### src/rtl/tinyrv_spi_mem.sv
// SPI mode-0 master serving tinyrv fetch/LSU requests as cmd+addr+data transactions.
// Define TINYRV_SPI_WRITE_EN to build the write path (cmd 0x02); otherwise every request reads.
module tinyrv_spi_mem #(
  parameter int unsigned ADDR_W     = 24,
  parameter int unsigned DATA_BYTES = 4,
  parameter int unsigned CLK_DIV    = 1,
  parameter int unsigned CS_IDLE    = 2
) (
  input  logic                    clk,
  input  logic                    rst_n,
  input  logic                    req_valid,
  output logic                    req_ready,
  input  logic                    req_we,
  input  logic [ADDR_W-1:0]       req_addr,
  input  logic [1:0]              req_nbytes,
  input  logic [8*DATA_BYTES-1:0] req_wdata,
  output logic                    rsp_valid,
  output logic [8*DATA_BYTES-1:0] rsp_rdata,
  output logic                    spi_sck,
  output logic                    spi_cs_n,
  output logic                    spi_mosi,
  input  logic                    spi_miso
);

  localparam int unsigned DW   = 8 * DATA_BYTES;
  localparam int unsigned HDR  = 8 + ADDR_W;
  localparam int unsigned FW   = HDR + DW;
  localparam int unsigned BW   = $clog2(FW);
  localparam int unsigned DIVW = (CLK_DIV > 1) ? $clog2(CLK_DIV) : 1;
  localparam int unsigned GAPW = $clog2(CS_IDLE + 1);

  typedef enum logic [2:0] {StIdle, StCmd, StAddr, StData, StDone} state_e;

  state_e          state_q;
  logic [GAPW-1:0] gap_q;
  logic [DIVW-1:0] div_q;
  logic [BW-1:0]   bit_q;
  logic [BW-1:0]   last_q;
  logic [FW-1:0]   tx_q;
  logic [DW-1:0]   rx_q;
  logic [6:0]      rx_byte_q;
  logic [DW-1:0]   rdata_q;
  logic            sck_q;
  logic            cs_n_q;
  logic            mosi_q;
  logic            rsp_valid_q;

  logic [7:0]    cmd;
  logic [DW-1:0] wdata_swapped;  // byte 0 in the top lane so it follows the address on the wire
  logic [1:0]    nbytes_clamped;
  logic [BW-1:0] last_bit;
  logic [1:0]    rx_idx;
  logic          rx_byte_done;
  logic          is_read;

  always_comb begin
    cmd           = 8'h03;
    wdata_swapped = '0;
`ifdef TINYRV_SPI_WRITE_EN
    if (req_we) begin
      cmd = 8'h02;
      for (int k = 0; k < int'(DATA_BYTES); k++) begin
        wdata_swapped[8*(int'(DATA_BYTES)-1-k) +: 8] = req_wdata[8*k +: 8];
      end
    end
`endif
    nbytes_clamped = (32'(req_nbytes) >= DATA_BYTES) ? 2'(DATA_BYTES - 1) : req_nbytes;
    last_bit       = BW'(HDR + 8 * (32'(nbytes_clamped) + 1) - 1);
    rx_idx         = 2'((bit_q - BW'(HDR)) >> 3);
    rx_byte_done   = (3'(bit_q - BW'(HDR)) == 3'd7);
  end

`ifdef TINYRV_SPI_WRITE_EN
  logic we_q;
  always_ff @(posedge clk or negedge rst_n) begin
    if (!rst_n) begin
      we_q <= 1'b0;
    end else if (req_valid && req_ready) begin
      we_q <= req_we;
    end
  end
  assign is_read = ~we_q;
`else
  logic unused_write;
  assign unused_write = ^{req_we, req_wdata};
  assign is_read      = 1'b1;
`endif

  always_ff @(posedge clk or negedge rst_n) begin
    if (!rst_n) begin
      state_q     <= StIdle;
      gap_q       <= GAPW'(CS_IDLE);
      div_q       <= '0;
      bit_q       <= '0;
      last_q      <= '0;
      tx_q        <= '0;
      rx_q        <= '0;
      rx_byte_q   <= '0;
      rdata_q     <= '0;
      sck_q       <= 1'b0;
      cs_n_q      <= 1'b1;
      mosi_q      <= 1'b0;
      rsp_valid_q <= 1'b0;
    end else begin
      rsp_valid_q <= 1'b0;
      if (gap_q != '0) gap_q <= gap_q - 1'b1;
      unique case (state_q)
        StIdle: begin
          if (req_ready && req_valid) begin
            state_q <= StCmd;
            cs_n_q  <= 1'b0;
            mosi_q  <= cmd[7];
            tx_q    <= {cmd, req_addr, wdata_swapped};
            bit_q   <= '0;
            div_q   <= '0;
            last_q  <= last_bit;
            rx_q    <= '0;
          end
        end
        StCmd, StAddr, StData: begin
          if (div_q != DIVW'(CLK_DIV - 1)) begin
            div_q <= div_q + 1'b1;
          end else begin
            div_q <= '0;
            if (!sck_q) begin
              sck_q <= 1'b1;
              // miso sampled on the edge where sck rises
              if (state_q == StData) begin
                rx_byte_q <= {rx_byte_q[5:0], spi_miso};
                if (rx_byte_done) rx_q[8*rx_idx +: 8] <= {rx_byte_q, spi_miso};
              end
            end else begin
              sck_q <= 1'b0;
              if (bit_q == last_q) begin
                state_q <= StDone;
                mosi_q  <= 1'b0;
                gap_q   <= GAPW'(CS_IDLE);
              end else begin
                bit_q  <= bit_q + 1'b1;
                mosi_q <= tx_q[FW-2];
                tx_q   <= tx_q << 1;
                if (bit_q == BW'(7)) state_q <= StAddr;
                else if (bit_q == BW'(HDR - 1)) state_q <= StData;
              end
            end
          end
        end
        StDone: begin
          cs_n_q      <= 1'b1;
          rsp_valid_q <= 1'b1;
          if (is_read) rdata_q <= rx_q;
          state_q     <= StIdle;
        end
        default: state_q <= StIdle;
      endcase
    end
  end

  // The response cycle never accepts, even when CS_IDLE is 1.
  assign req_ready = (state_q == StIdle) && (gap_q == '0) && !rsp_valid_q;
  assign rsp_valid = rsp_valid_q;
  assign rsp_rdata = rdata_q;
  assign spi_sck   = sck_q;
  assign spi_cs_n  = cs_n_q;
  assign spi_mosi  = mosi_q;

endmodule

### config.mk
export PLATFORM = sky130hd
export DESIGN_NAME = tinyrv_spi_mem
export DESIGN_NICKNAME = d
export VERILOG_FILES = /design/src/rtl/tinyrv_spi_mem.sv
export SDC_FILE = /design/constraint.sdc
export NUM_CORES = 1
export LEC_CHECK = 0
export CELL_PAD_IN_SITES_DETAIL_PLACEMENT = 1
export CELL_PAD_IN_SITES_GLOBAL_PLACEMENT = 1
export CORE_MARGIN = 2
export CORE_UTILIZATION = 37
export CTS_CLUSTER_SIZE = 10
export DETAILED_ROUTE_END_ITERATION = 8
export PLACE_DENSITY = 0.81
export SLEW_MARGIN = 20
export SYNTH_ARGS = -nofsm -noshare
export SYNTH_HDL_FRONTEND = slang
export SYNTH_SLANG_ARGS = --single-unit
### constraint.sdc
create_clock -name clk -period 2.1 [get_ports clk]
set_input_delay 0.42 -clock clk [delete_from_list [all_inputs] [get_ports clk]]
set_output_delay 0.42 -clock clk [all_outputs]
set_load 0.01 [all_outputs]
==> impl_metrics.json <==
{
  "status": "complete, but fails checks",
  "violations": "negative setup slack",
  "syn2layout_area_growth_pct": 34.09,
  "min_path_type": "input pin to async pin",
  "end_kind": "flop",
  "worst_slew_pin_slew_ns": 0.7013,
  "wl_per_cell_um": 18.97,
  "first_global_vias": 4225,
  "finalClockSkew_ns": 0.01266,
  "async_flop_share_pct": 100.0,
  "io_buffers": 66,
  "clk_pin_slew_ns": 0.06,
  "fin_util_pct": 51.21,
  "cts_max_path_buffers": 2,
  "grt_start_max_net_pins": 60,
  "fmax_mhz": 465.1,
  "final_antenna_net_count": 0,
  "synth.ff_latch_count": 121,
  "critical_path.cell_chain": "or4_4 > a2111oi_4 > o21ai_4 > clkbuf_16 > mux2_4",
  "swShare_pct": 31.42,
  "drt_first_pass_iters": 4,
  "stdcell_count": 739,
  "globalplace.congestion": 0.8480,
  "rsz0062_at_grt": "true",
  "yosys_most_used_dff": "dfrtp_1",
  "path_max_fanout": 8,
  "io_pins": 100,
  "syn_area_sq_mm": 0.005363,
  "core-area_sq_mm": 0.01404,
  "period_share_pct": 102.4,
  "yosysTopAreaCellShare_pct": 55.53,
  "synthTopCellsByArea": "dfrtp_1 (56%), mux2_2 (9.4%), nand2_1 (7.0%)",
  "antenna_found_initial": 0,
  "combPwrFrac_pct": 34.0,
  "drc": 0,
  "hold_ws_ns": 0.4738,
  "yosysTopAreaCell": "dfrtp_1",
  "seqPwrFrac_pct": 32.6,
  "rows": 43,
  "switchingPower_w": 0.002968,
  "clockRootBuffer": "clkbuf_16",
  "finalSetupViolations": 21,
  "p_leak_nw": 3.447,
  "fin_crit_ns": 2.150,
  "path_class": "flop to flop",
  "diodes": 0,
  "num_vias": 3836,
  "crit_arrival_ns": 2.46,
  "ff2ff_path_depth": 5,
  "reg2reg_slack_ns": -0.05,
  "critPathMaxStageDelay_ns": 0.57,
  "grt_overflow": 0,
  "synth.avg_cell_area_sq_um": 11.89,
  "hold_viol": 0,
  "ir_drop_mv": 0.6088,
  "worst_setup_path_start_kind": "flop",
  "clock_latency_ns": 0.42,
  "dp_hpwl_mm": 9.212,
  "cts_tree": "done",
  "cts-htree-levels": 4,
  "synth_warnings": 0,
  "grt_pass1_wl_mm": 22.41,
  "p_int_w": 0.006478,
  "cts_buffers": 17,
  "slew_viol_final": 0,
  "grt_usage_pct": 18.41,
  "syn_inst": 451,
  "p_per_area_mw_per_mm2": 1314,
  "dieWidth_um": 124.4,
  "start_util_pct": 38.19,
  "yosysUniqueCellTypes": 48,
  "crit_path_top_delay_cell": "or4_4",
  "dieArea_sq_mm": 0.01547,
  "synth_enable_flop_cells": 0,
  "drive_above_1_share_pct": 25.40,
  "pre_cts_ws_ns": -0.2664,
  "ys_seq_area_share_pct": 56.51,
  "syn_nets": 525,
  "cts_sinks": 121,
  "rr_endpoint": "tx_q[58]",
  "relSlewSlack_pct": 53.25,
  "wirelength_mm": 14.02,
  "dp.cells": 701,
  "clkPwrFrac_pct": 33.4,
  "r2r_start": "bit_q[1]",
  "cp.required_ns": 2.41,
  "die_h_um": 124.4,
  "nets": 620,
  "postLayoutSetupSlackWorst_ns": -0.04997,
  "drt-vias-per-instance": 5.191,
  "drtIter0Drc": 176,
  "cap_violations": 0
}
==> per-layer routing <==
metal,wire (um),vias up,global-route usage (%)
met5,0,-,0
met1,5852,1956,21.60
met2,7301,91,32.37
met4,325,0,6.609
met3,539,29,4.940
li1,-,1760,-
==> how the worst max path moves through the flow <==
stage / start / end
after floorplan: bit_q[1] / tx_q[39]
after global placement: req_valid / rx_q[17]
after detailed placement: req_valid / rx_q[22]
after CTS: bit_q[0] / rx_q[22]
after global routing: bit_q[0] / rx_q[19]
final: bit_q[1] / tx_q[58]
==> power by group through the flow <==
stage | Clock, W | Combinational, W | Sequential, W
6_report | 0.00315 | 0.00321 | 0.00308
5_1_grt | 0.00331 | 0.00353 | 0.00313
4_1_cts | 0.00321 | 0.00308 | 0.00307
3_5_place_dp | 0 | 0.00300 | 0.00310
3_3_place_gp | 0 | 0.00283 | 0.00306
2_1_floorplan | 0 | 0.00204 | 0.00303
==> worst max-delay path: cells and delay by family, from the launching register on <==
family	cells	cell delay, ns
AND/OR/NAND/NOR	1	0.57
buffers and inverters	1	0.21
flip-flops	1	0.38
AO/OA/AOI/OAI	2	0.58
multiplexers	1	0.31
==> registers in the layout, indices dropped and copies added, names as in the netlist <==
signal	count
spi_cs_n	1
spi_mosi	1
rx_q	32
gap_q	2
spi_sck	1
last_q	4
bit_q	6
state_q	3
rsp_rdata	32
rsp_valid	1
tx_q	31
rx_byte_q	7
==> cells by family (layout without fill, tap and decap cells) <==
family	Yosys count	count (layout)	synth area share, %
and+or+nand+nor	142	142	11.92
xor gates and xnor gates	6	6	0.9799
AOI/OAI and AO/OA	62	62	8.913
adders and majority gates	11	11	2.566
buffers and inverters	38	146	3.033
muxes	71	71	16.08
DFF	121	121	56.51
==> cells in the mapped netlist (2+ instances only) <==
cell type	number
a21oi_1	5
xnor2_1	2
o21ai_0	14
nor4b_1	4
mux2_2	45
nor3b_1	2
nand4_1	2
and3_1	3
o21bai_1	3
a21o_1	2
a22o_1	24
or4_1	2
nor4_1	3
dfrtp_1	119
dfstp_2	2
mux2_4	19
nand3_1	4
xor2_1	4
and2_1	2
mux2i_1	7
a31oi_1	2
buf_6	2
nor2_1	7
or3_1	3
buf_2	4
nor3_1	3
clkbuf_1	16
o211ai_1	3
ha_1	11
inv_1	15
nand2_1	100
==> cell type report <==
class / instances / area (sq um)
clock buffers: 21 / 480.5
clock inverters: 11 / 166.4
fillers: 1441 / 6852
inverters: 15 / 56.30
multi-input cells: 292 / 2206
flip-flops and latches: 121 / 3032
well taps: 180 / 225.2
repair buffers: 99 / 1025
==> layout by cell type (no fill, tap or decap), types with 2 or more instances in the layout <==
cell type / count
xnor2_1: 2
a21o_1: 2
dfstp_2: 2
or4_1: 2
nand4_1: 2
nor3b_1: 2
o21bai_1: 2
buf_12: 6
a31oi_1: 2
clkdlybuf4s50_1: 64
o211ai_1: 3
clkinv_2: 3
buf_4: 23
dfrtp_1: 118
nor3_1: 2
or3_1: 3
clkinvlp_4: 3
mux2_2: 45
nor4_1: 3
nor4b_1: 3
inv_1: 15
mux2i_1: 7
clkbuf_16: 19
nand3_1: 4
bufinv_16: 4
nor2_1: 7
a21oi_1: 5
ha_1: 11
o21ai_0: 14
xor2_1: 4
buf_6: 2
and2_1: 2
mux2_4: 19
nand2_1: 100
a22o_1: 24
and3_1: 2
clkbuf_8: 4
==> through the flow <==
stage,total power (W),cell area [sq um],setup TNS [ns]
after global placement,0.005896,6429,-8.103
after detailed placement,0.006099,6429,-8.829
after CTS,0.009360,7113,-0.1951
after global routing,0.009970,7191,-5.006
after floorplan,0.005071,5370,0
final,0.009446,7191,-0.3773
==> repair_timing <==
| item | in CTS | in global routing |
|---|---|---|
| hold buffers | 1 | 0 |
| endpoints found under the setup margin | 23 | 51 |
| hold endpoints to repair | 25 | 0 |
| cloned | 0 | 2 |
| setup buffers | 1 | 2 |
| gates resized for setup | 5 | 3 |
No activity file was read; power rests on OpenSTA's default activity.
